### config.mk
export PLATFORM = sky130hd
export DESIGN_NAME = cnn_sequencer
export DESIGN_NICKNAME = d
export VERILOG_FILES = /design/src/rtl/cnn_pkg.sv /design/src/rtl/cnn_region_counter.sv /design/src/rtl/cnn_sequencer.sv
export SDC_FILE = /design/constraint.sdc
export NUM_CORES = 1
export LEC_CHECK = 0
export ABC_AREA = 1
export CELL_PAD_IN_SITES_DETAIL_PLACEMENT = 1
export CELL_PAD_IN_SITES_GLOBAL_PLACEMENT = 1
export CORE_MARGIN = 1.5
export CORE_UTILIZATION = 28
export DETAILED_ROUTE_END_ITERATION = 7
export HOLD_SLACK_MARGIN = 0.06
export PLACE_DENSITY = 0.59
export SLEW_MARGIN = 20
export SYNTH_ARGS = -nofsm -noshare
export SYNTH_HDL_FRONTEND = slang
export SYNTH_SLANG_ARGS = --single-unit
export TNS_END_PERCENT = 10
### constraint.sdc
create_clock -name clk -period 2.7 [get_ports clk]
set_clock_uncertainty 0.15 [all_clocks]
set_input_delay 0.54 -clock clk [delete_from_list [all_inputs] [get_ports clk]]
set_output_delay 0.54 -clock clk [all_outputs]
set_load 0.03 [all_outputs]
### src/rtl/cnn_pkg.sv
// cnn_pkg: shared types and constants for the CNN memory-subsystem sequencer.
//   state_t         - sequencer FSM states
//   ADDR_*          - host register map (3-bit address)
//   DEF_*           - default region sizes and layer timeout
//   CTRL_* / STAT_* - control and status register bit positions
//   layer_onehot()  - one-hot start vector for a layer index
package cnn_pkg;

    typedef enum logic [2:0] {
        ST_LOAD,
        ST_START,
        ST_WAIT,
        ST_DONE,
        ST_ERR
    } state_t;

    localparam int unsigned NUM_REGIONS = 5;
    localparam int unsigned NUM_LAYERS  = 4;

    // Register map
    localparam logic [2:0] ADDR_INPUT  = 3'd0;
    localparam logic [2:0] ADDR_L1     = 3'd1;
    localparam logic [2:0] ADDR_L2     = 3'd2;
    localparam logic [2:0] ADDR_L3     = 3'd3;
    localparam logic [2:0] ADDR_L4     = 3'd4;
    localparam logic [2:0] ADDR_CTRL   = 3'd5;
    localparam logic [2:0] ADDR_STATUS = 3'd6;
    localparam logic [2:0] ADDR_RESULT = 3'd7;

    // Default region sizes in bytes
    localparam int unsigned DEF_INPUT_SIZE     = 10000;
    localparam int unsigned DEF_L1_SIZE        = 400;
    localparam int unsigned DEF_L2_SIZE        = 12800;
    localparam int unsigned DEF_L3_SIZE        = 230400;
    localparam int unsigned DEF_L4_SIZE        = 10600;
    localparam int unsigned DEF_RESULT_SIZE    = 53;
    localparam int unsigned DEF_TIMEOUT_CYCLES = 16777216;

    // Control register bits
    localparam int CTRL_GO    = 0;
    localparam int CTRL_CLEAR = 1;

    // Status register bits ([4:0] are the per-region loaded flags)
    localparam int STAT_BUSY = 5;
    localparam int STAT_DONE = 6;
    localparam int STAT_ERR  = 7;

    function automatic logic [NUM_LAYERS-1:0] layer_onehot(input logic [1:0] k);
        return 4'b0001 << k;
    endfunction

endpackage

### src/rtl/cnn_region_counter.sv
// cnn_region_counter: saturating fill counter for one load region.
//   clk, reset_n - clock, asynchronous active-low reset
//   clear        - synchronous zero of the count
//   inc          - one byte offered to this region
//   cnt          - bytes accepted so far (next RAM write address)
//   full         - region holds SIZE bytes
//   ovf          - strobe: a byte was offered while full (dropped)
module cnn_region_counter #(
    parameter int unsigned W    = 19,
    parameter int unsigned SIZE = 400
) (
    input  logic         clk,
    input  logic         reset_n,
    input  logic         clear,
    input  logic         inc,
    output logic [W-1:0] cnt,
    output logic         full,
    output logic         ovf
);

    assign full = (cnt == W'(SIZE));
    assign ovf  = inc && full;

    // NOTE: sequential state uses non-blocking assignments so every flop
    // samples its inputs from before the edge, independent of statement order.
    always_ff @(posedge clk or negedge reset_n) begin
        if (!reset_n) begin
            cnt <= '0;
        end else if (clear) begin
            cnt <= '0;
        end else if (inc && !full) begin
            cnt <= cnt + W'(1);
        end
    end

endmodule

### src/rtl/cnn_sequencer.sv
// cnn_sequencer: host-facing control block of the CNN memory subsystem.
//   Bus:    chipselect, write, read, address[2:0], writedata[7:0], readdata[7:0]
//           (read latency 1). Addresses 0..4 load regions, 5 control,
//           6 status, 7 auto-incrementing result readout.
//   Load:   load_we, load_sel, load_addr, load_data - byte writes into the
//           input and four weight RAMs.
//   Layers: layer_start (one-hot pulse), layer_done (per-layer pulse),
//           buf_sel (ping-pong buffer holding the current layer's source).
//   Result: res_addr / res_rdata - result RAM read port (1-cycle latency).
//   irq:    level interrupt raised on completion or error.
module cnn_sequencer
    import cnn_pkg::*;
#(
    parameter int unsigned ADDR_W         = 19,
    parameter int unsigned INPUT_SIZE     = DEF_INPUT_SIZE,
    parameter int unsigned L1_SIZE        = DEF_L1_SIZE,
    parameter int unsigned L2_SIZE        = DEF_L2_SIZE,
    parameter int unsigned L3_SIZE        = DEF_L3_SIZE,
    parameter int unsigned L4_SIZE        = DEF_L4_SIZE,
    parameter int unsigned RESULT_SIZE    = DEF_RESULT_SIZE,
    parameter int unsigned TIMEOUT_CYCLES = DEF_TIMEOUT_CYCLES
) (
    input  logic              clk,
    input  logic              reset_n,
    input  logic              chipselect,
    input  logic              write,
    input  logic              read,
    input  logic [2:0]        address,
    input  logic [7:0]        writedata,
    output logic [7:0]        readdata,
    output logic              load_we,
    output logic [2:0]        load_sel,
    output logic [ADDR_W-1:0] load_addr,
    output logic [7:0]        load_data,
    output logic [3:0]        layer_start,
    input  logic [3:0]        layer_done,
    output logic              buf_sel,
    output logic [ADDR_W-1:0] res_addr,
    input  logic [7:0]        res_rdata,
    output logic              irq
);

    localparam int unsigned SIZES [NUM_REGIONS] =
        '{INPUT_SIZE, L1_SIZE, L2_SIZE, L3_SIZE, L4_SIZE};

    localparam int unsigned TW = ($clog2(TIMEOUT_CYCLES) < 1) ? 1 : $clog2(TIMEOUT_CYCLES);
    localparam logic [TW-1:0] TIMER_MAX = TW'(TIMEOUT_CYCLES - 1);

    localparam int unsigned RW = ($clog2(RESULT_SIZE) < 1) ? 1 : $clog2(RESULT_SIZE);
    localparam logic [RW-1:0] RES_LAST = RW'(RESULT_SIZE - 1);

    // Buffer 1 occupies the upper half of the activation address space.
    localparam logic [ADDR_W-1:0] BUF1_BASE = ADDR_W'(1) << (ADDR_W - 1);

    state_t            state;
    logic [1:0]        layer_idx;
    logic [TW-1:0]     timer;
    logic [RW-1:0]     res_idx;
    logic              ovf_q;
    logic [7:0]        readdata_q;
    logic              rd_res_q;

    logic [ADDR_W-1:0] cnt [NUM_REGIONS];
    logic [NUM_REGIONS-1:0] inc, full, ovf_strobe;
    logic [ADDR_W-1:0] sel_cnt;
    logic [7:0]        status;

    // Bus decode. A simultaneous read and write is treated as a write only.
    logic wr, rd, load_wr, clear, go, accept, ovf_set, busy;

    assign wr      = chipselect && write;
    assign rd      = chipselect && read && !write;
    assign load_wr = wr && (address <= ADDR_L4);
    assign clear   = wr && (address == ADDR_CTRL) && writedata[CTRL_CLEAR];
    assign go      = wr && (address == ADDR_CTRL) && writedata[CTRL_GO] &&
                     !writedata[CTRL_CLEAR] && (state == ST_LOAD) && (&full);
    assign busy    = (state == ST_START) || (state == ST_WAIT);

    // NOTE: every signal assigned in always_comb gets a default first, so no
    // path leaves it unassigned and no latch is inferred.
    always_comb begin
        inc     = '0;
        sel_cnt = '0;
        for (int r = 0; r < NUM_REGIONS; r++) begin
            if (address == 3'(r)) begin
                inc[r]  = load_wr && (state == ST_LOAD);
                sel_cnt = cnt[r];
            end
        end
    end

    assign accept  = |(inc & ~full);
    assign ovf_set = (|ovf_strobe) || (load_wr && (state != ST_LOAD));

    for (genvar g = 0; g < NUM_REGIONS; g++) begin : g_region
        cnn_region_counter #(
            .W    (ADDR_W),
            .SIZE (SIZES[g])
        ) u_counter (
            .clk     (clk),
            .reset_n (reset_n),
            .clear   (clear),
            .inc     (inc[g]),
            .cnt     (cnt[g]),
            .full    (full[g]),
            .ovf     (ovf_strobe[g])
        );
    end

    assign status = {(state == ST_ERR) || ovf_q, state == ST_DONE, busy, full};

    // Result address is a pure function of registered state; the result
    // always ends up in buffer 0 after an even number of layers.
    assign res_addr = (state == ST_DONE)
                    ? ((buf_sel ? BUF1_BASE : '0) + ADDR_W'(res_idx))
                    : '0;

    // Load port: one registered write per accepted byte.
    always_ff @(posedge clk or negedge reset_n) begin
        if (!reset_n) begin
            load_we   <= 1'b0;
            load_sel  <= '0;
            load_addr <= '0;
            load_data <= '0;
        end else begin
            load_we <= accept;
            if (accept) begin
                load_sel  <= address;
                load_addr <= sel_cnt;
                load_data <= writedata;
            end
        end
    end

    // Sequencer FSM with registered outputs.
    always_ff @(posedge clk or negedge reset_n) begin
        if (!reset_n) begin
            state       <= ST_LOAD;
            layer_idx   <= '0;
            timer       <= '0;
            layer_start <= '0;
            buf_sel     <= 1'b0;
            res_idx     <= '0;
            irq         <= 1'b0;
            ovf_q       <= 1'b0;
        end else if (clear) begin
            state       <= ST_LOAD;
            layer_idx   <= '0;
            timer       <= '0;
            layer_start <= '0;
            buf_sel     <= 1'b0;
            res_idx     <= '0;
            irq         <= 1'b0;
            ovf_q       <= 1'b0;
        end else begin
            if (ovf_set) begin
                ovf_q <= 1'b1;
            end
            // Status read acknowledges the interrupt; a same-cycle raise
            // below still wins.
            if (rd && (address == ADDR_STATUS)) begin
                irq <= 1'b0;
            end
            case (state)
                ST_LOAD: begin
                    if (go) begin
                        layer_idx   <= '0;
                        layer_start <= layer_onehot(2'd0);
                        state       <= ST_START;
                    end
                end
                ST_START: begin
                    layer_start <= '0;
                    timer       <= '0;
                    state       <= ST_WAIT;
                end
                ST_WAIT: begin
                    // Only the running layer's done bit matters.
                    if (layer_done[layer_idx]) begin
                        buf_sel <= ~buf_sel;
                        if (layer_idx == 2'd3) begin
                            res_idx <= '0;
                            irq     <= 1'b1;
                            state   <= ST_DONE;
                        end else begin
                            layer_idx   <= layer_idx + 2'd1;
                            layer_start <= layer_onehot(layer_idx + 2'd1);
                            state       <= ST_START;
                        end
                    end else if (timer == TIMER_MAX) begin
                        irq   <= 1'b1;
                        state <= ST_ERR;
                    end else begin
                        timer <= timer + TW'(1);
                    end
                end
                ST_DONE: begin
                    if (rd && (address == ADDR_RESULT)) begin
                        res_idx <= (res_idx == RES_LAST) ? '0 : res_idx + RW'(1);
                    end
                end
                ST_ERR: begin
                    // Held until clear or reset.
                end
                default: state <= ST_LOAD;
            endcase
        end
    end

    // Read path. Result reads forward res_rdata in the cycle after the read,
    // then capture it so readdata holds afterwards.
    always_ff @(posedge clk or negedge reset_n) begin
        if (!reset_n) begin
            readdata_q <= '0;
            rd_res_q   <= 1'b0;
        end else begin
            rd_res_q <= 1'b0;
            if (rd_res_q) begin
                readdata_q <= res_rdata;
            end
            if (rd) begin
                case (address)
                    ADDR_STATUS: readdata_q <= status;
                    ADDR_RESULT: begin
                        if (state == ST_DONE) begin
                            rd_res_q <= 1'b1;
                        end else begin
                            readdata_q <= '0;
                        end
                    end
                    default: readdata_q <= '0;
                endcase
            end
        end
    end

    assign readdata = rd_res_q ? res_rdata : readdata_q;

endmodule

==> out/results.txt <==
Area Overhead vs Synth - 20.4%
Crit Path Category - reg -> out
WP data required - 2010 ps
Clock buffer depth - 2
Initial antenna violation count - 0
Worst Reg2Reg Path Length in Cells - 11
Starting Density - 28.4%
DRT iter0 DRCs - 542
Flops & latches, synth - 177
Compound-Gate Fraction of Synth Area - 11.0%
Sequential-to-total area share from yosys stat - 39.2%
Global-route wire length before repair - 63.9 mm
Post-synthesis adder-cell area fraction - 1.99%
Largest family of logic cells by synthesized area - simple AND/OR/NAND/NOR gates
Final #Nets - 1739
Top cells by area, synth - dfrtp_1, nand2_1, inv_1, nor2_1, nand3_1
Reg2reg end - g_region[1].u_counter.cnt[9]
Final period util - 94.1%
Global route overflow - 0
Slew Limit Headroom - 54.9%
Worst Hold Class - reg -> reg
Crit start category - register
Xor/xnor share of the synthesized area - 3.57%
Final hold violations - 0
RSZ-0062 raised after global routing - no
Internal power - 6.40 mW
Comb pwr share - 40.8%
Post-route DRC - 0
Worst setup margin - 160 ps
Root Driver - clkbuf_16
Tightest Pin Transition - 671 ps
I/O Buffers - 79
Reg2Reg Setup Slack - 260 ps
Yosys cell types - 43
Switching pwr - 5.13 mW
R2r startpoint - g_region[1].u_counter.cnt[0]
Fillers - 4979
Routed WL - 39.4 mm
CP Capture Type - output port
Ant. Diodes - 0
# IOs - 92
Vias per cell - 4.93
Ys async rst share - 100%
First-pass DRT Iterations - 5
Number of setup violations in the final report - 0
Total CTS buffers - 17
Count leader, synth - nand2_1
Leak - 6.08 nW
Core ar. - 39700 µm²
All-Layer GR Usage - 19.7%
Max_cap viols - 0
Clock Sinks - 177
Total number of vias - 11000
Latest clock arrival within the worst-skew pair - 460 ps
Die area - 41500 µm²
Flop pwr share - 37.6%
Mux share of post-synthesis cell area - 0%
Maximum VDD drop - 541 µV
Final Non-Filler Cells - 2230
Die Height - 204 µm
Row Count - 73
CP startpoint - state[2]
Pre-CTS setup slack - -26.6 ps
Switch share - 44.5%
Syn Inst Count - 1576
Overall die width - 204 µm
Hold depth - 2
Drt wl/cell - 17.7 µm
CP Data Arrival Time - 1850 ps
Pwr Density - 848 nW/µm²
Placed cell count - 2195
Post-route minimum period - 2540 ps
Largest net degree at the start of global routing - 50
Synth Flop Type - dfrtp_1
Status - complete, no violations
Post-synth EDFFs - 0
Antenna Nets Post-Route - 0
PnR Total Power - 11.5 mW
Dpl hpwl - 30.6 mm
Final Slew Violations - 0
Commonest cells post-synth - nand2_1, dfrtp_1, inv_1
CTS tree - built
Number of global-route vias before repair - 11300
Synth Area in Simple Gates - 34.1%
FMAX - 394 MHz
End of the critical path - res_addr[0]
Worst-path clk slew - 60 ps
Clock Power Share - 21.6%
Cell Area, Synth - 11300 µm²
RePlAce Congestion - 0.846
Share of cells above drive strength 1 - 9.27%
Yosys Warn Count - 0
Yosys top cell area share - 39.2%
Avg Cell Area, Syn - 7.17 µm²
CTS H-tree depth - 4
Crit Path Max Fanout - 11
Area leader, netlist - dfrtp_1
==> state kept, by name (all words and copies together) (netlist names) <==
name / count
load_addr: 19
rd_res_q: 1
layer_start: 4
state: 3
layer_idx: 2
timer: 24
buf_sel: 1
ovf_q: 1
readdata_q: 8
res_idx: 6
g_region.u_counter.cnt: 95
load_sel: 3
irq: 1
load_we: 1
load_data: 8
==> timing repair <==
item,CTS,global route
hold buffers,1,0
pin swaps,0,1
hold endpoints to repair,34,0
setup endpoints to repair,15,14
setup buffers,0,3
gates resized for setup,9,4
==> metrics by stage <==
step	utilization (%)	setup TNS, ps	hold slack, ps	area (µm²)
after global placement	32.7	-11.4	306	13000
after global routing	34.2	0	362	13600
after floorplan	-	0	94.4	11300
after CTS	34.1	-111	339	13600
final	34.2	0	331	13600
after detailed placement	32.7	-41.8	322	13000
==> critical path: stages, from the launching register on <==
cell	delay [ps]
dfrtp_1	400
inv_1	150
nand2_1	130
nor2_4	170
clkinvlp_4	80
buf_4	170
nor2_1	110
buf_4	180
==> layout make-up <==
type	count	area, µm²	share of cell area [%]
inverters	190	722	5.31
clock inverters	8	80.1	0.589
multi-input cells	1159	5780	42.5
clock buffers	23	488	3.59
well taps	525	657	4.83
flip-flops and latches	177	4430	32.6
repair buffers	148	1440	10.6
==> power by group through the flow <==
| stage | Sequential (mW) | Clock (mW) | Combinational (mW) |
|---|---|---|---|
| after floorplan | 4.58 | 0 | 2.56 |
| after global placement | 4.36 | 0 | 4.60 |
| after detailed placement | 4.37 | 0 | 4.69 |
| after CTS | 4.34 | 2.58 | 4.71 |
| after global routing | 4.48 | 2.68 | 5.28 |
| final | 4.34 | 2.49 | 4.70 |
==> kinds of logic (layout without fill, tap and decap cells) <==
| family | Yosys count | count (layout) |
|---|---|---|
| xor gates and xnor gates | 46 | 46 |
| AOI/OAI and AO/OA | 225 | 225 |
| other | 1 | 12 |
| buffers and inverters | 251 | 369 |
| adders and majority gates | 18 | 18 |
| DFF | 177 | 177 |
| and+or+nand+nor | 858 | 858 |
==> routing by layer <==
metal | GRT usage (%) | vias to the layer above | share of wire (%)
li1 | - | 5387 | -
met1 | 27.5 | 5438 | 49
met2 | 31.9 | 149 | 46
met3 | 3.24 | 28 | 3.4
met4 | 4.58 | 0 | 1.2
met5 | 0 | - | 0
==> worst min path at each step <==
stage | start | end | slack (ps)
6_report | layer_start[1] | layer_start[1] | 330
5_1_grt | load_addr[14] | load_addr[14] | 360
4_1_cts | load_data[5] | load_data[5] | 340
3_5_place_dp | load_data[5] | load_data[5] | 320
3_3_place_gp | layer_start[3] | layer_start[3] | 310
2_1_floorplan | reset_n | buf_sel | 90
==> layout by cell type (no fill, tap or decap), types with 2 or more instances in the layout <==
cell               n
a22oi_1            2
o221ai_1          18
dlygate4sd2_1      8
a31oi_1            3
nor4_1             5
clkbuf_1           2
a21oi_1           48
nor3_2             6
o21ai_1           14
ha_1              18
buf_4             63
nand2_2            8
clkinv_4           2
buf_12            12
clkinvlp_4         4
nand3_4            4
clkdlybuf4s50_1   63
o21ai_0          115
xor2_1            45
nor3_1            79
nor3b_1            3
clkbuf_8           5
nand4_1           50
o31ai_1            2
o21a_1             2
conb_1            12
nor2_2             6
clkbuf_16         17
inv_2             12
dfrtp_1          177
inv_1            175
nor2_1           166
nand2_1          392
nand3_2            5
or2_2              2
nor2_4             5
nand3_1          122
nand3b_1           2
o22ai_1           19
clkinv_2           2
No activity file was read; power rests on OpenSTA's default activity.
==> RTL edit, RTL diff (same flow settings) <==
`DEF_RESULT_SIZE`: 53 -> 106.
--- a/src/rtl/cnn_pkg.sv
+++ b/src/rtl/cnn_pkg.sv
@@ -34,5 +34,5 @@
     localparam int unsigned DEF_L3_SIZE        = 230400;
     localparam int unsigned DEF_L4_SIZE        = 10600;
-    localparam int unsigned DEF_RESULT_SIZE    = 53;
+    localparam int unsigned DEF_RESULT_SIZE    = 106;
     localparam int unsigned DEF_TIMEOUT_CYCLES = 16777216;
 
Check against the original RTL: no difference found for any inputs over 4 cycles, from zero or initial values and one cycle with reset_n low; that may be too few to reach the edited logic, so the function may still have changed.
==> RTL edit against the original RTL <==
Area after synthesis decreased by 0.45%; total power decreased by 2.8%; via count increased by 0.95%; global-route usage decreased by 0.12 points; hold slack improved by 0.82 ps; critical path depth unchanged; cell count increased by 1.5%; sequential power decreased by 3%; worst setup slack got worse by 38 ps; largest power group unchanged; cell area increased by 1.1%; fmax decreased by 1.5%; clock power decreased by 2%; sequential cell count increased by 1; wire length increased by 0.24%.
==> RTL edit: results (changes against the original RTL) <==
[outcome]
status = complete, no violations  ; unchanged

[layout]
multi_input_gates = 1179  ; was 1159
inv_count = 185  ; was 190
clock_area_share_pct = 4.04  ; was 4.18%
buffer_area_share_pct = 11.4  ; was 10.6%
clkbuf_count = 20  ; was 23
n_all_buffers = 165  ; was 148
drive_above_1_share_pct = 9.60  ; was 9.27%

[global_routing]
grt_pass1_wl_mm = 63.5  ; was 63.9 mm
grtUsageTotal_pct = 19.6  ; was 19.7%
first_global_vias = 11400  ; was 11300

[synthesis]
syn_area_per_cell_um2 = 7.07  ; was 7.17 um^2
synth_compound_area_share_pct = 11.5  ; was 11.0%
synth_commonest_cells = 402 x nand2_1, 190 x nor2_1, 178 x dfrtp_1, 173 x inv_1, 121 x o21ai_0  ; was 392 x nand2_1, 177 x dfrtp_1, 177 x inv_1, 167 x nor2_1, 123 x nand3_1
ys_ff_latch = 178  ; was 177
synth_area_leaders = dfrtp_1 40%, nand2_1 13%, nor2_1 6.3%  ; was dfrtp_1 39%, nand2_1 13%, inv_1 5.9%
synth_cell_types = 47  ; was 43
synth-xor-area-share_pct = 3.58  ; was 3.57%

[detailed_routing]
first_iter_violations = 661  ; was 542
drt-wirelength-per-cell_um = 17.4  ; was 17.7 um
viasPerCell = 4.91  ; was 4.93

[place]
dpl.hpwl_mm = 30.2  ; was 30.6 mm
place_congestion = 0.901  ; was 0.846
dp_slack_ps = -87.6  ; was -26.6 ps

[worst_setup_path]
crit_end = res_addr[6]  ; was res_addr[0]
timing.rr.end = layer_start[2]  ; was g_region[1].u_counter.cnt[9]
worst-path-max-fanout = 12  ; was 11
reg2reg_depth = 12  ; was 11

[pwr]
power.leakage_nw = 6.16  ; was 6.08 nW
sw_frac_of_total_pct = 44.4  ; was 44.5%

[timing]
period_needed_ps = 2580  ; was 2540 ps
slew-limit-headroom_pct = 58.8  ; was 54.9%

[worst_hold_path]
worstHoldStart = load_data[4]  ; was layer_start[1]
whs_endpoint = load_data[4]  ; was layer_start[1]

RTL edit: cell count changes in the layout (fill, tap and decap cells not counted), moves of 6 or more:
cell / before / now
o221ai_1: 18 / 5
nand2_1: 392 / 402
a211oi_1: 0 / 8
nor3_1: 79 / 69
o211ai_1: 0 / 6
o21ai_1: 14 / 8
nor2_1: 166 / 190
o21ai_0: 115 / 121
buf_4: 63 / 80
nand3_1: 122 / 116
RTL edit: metrics by stage:
step | hold WS [ps] | TNS [ps] | instance area, um^2
6_report | 332 | 0 | 13700
2_1_floorplan | 94.4 | 0 | 11300
3_3_place_gp | 313 | -124 | 13100
4_1_cts | 340 | 0 | 13700
3_5_place_dp | 319 | -402 | 13100
5_1_grt | 355 | -13.6 | 13700
RTL edit: repair_timing:
item / 4_1_cts / 5_1_grt
setup endpoints to repair: 8 / 11
hold endpoints to repair: 34 / 0
gates cloned: 0 / 0
setup buffers: 0 / 3
hold buffers: 1 / 0
resized for setup: 8 / 3
RTL edit: routing by layer:
metal | GRT usage [%] | part of all wire (%) | up-vias
li1 | - | - | 5457
met1 | 26.2 | 47 | 5449
met2 | 32.6 | 47 | 167
met3 | 3.13 | 3.1 | 33
met4 | 5.66 | 2.0 | 0
met5 | 0 | 0 | -
RTL edit: power groups by stage:
stage / logic (mW) / registers [mW] / clock network (mW)
2_1_floorplan: 2.32 / 4.51 / 0
3_3_place_gp: 4.45 / 4.26 / 0
3_5_place_dp: 4.53 / 4.27 / 0
4_1_cts: 4.55 / 4.24 / 2.54
5_1_grt: 5.04 / 4.36 / 2.63
6_report: 4.52 / 4.23 / 2.45
RTL edit: kinds of logic after synthesis:
family	count (synthesis)
AOI/OAI and AO/OA	232
xor gates and xnor gates	46
adders and majority gates	18
buffers and inverters	244
DFF	178
other	1
and+or+nand+nor	872
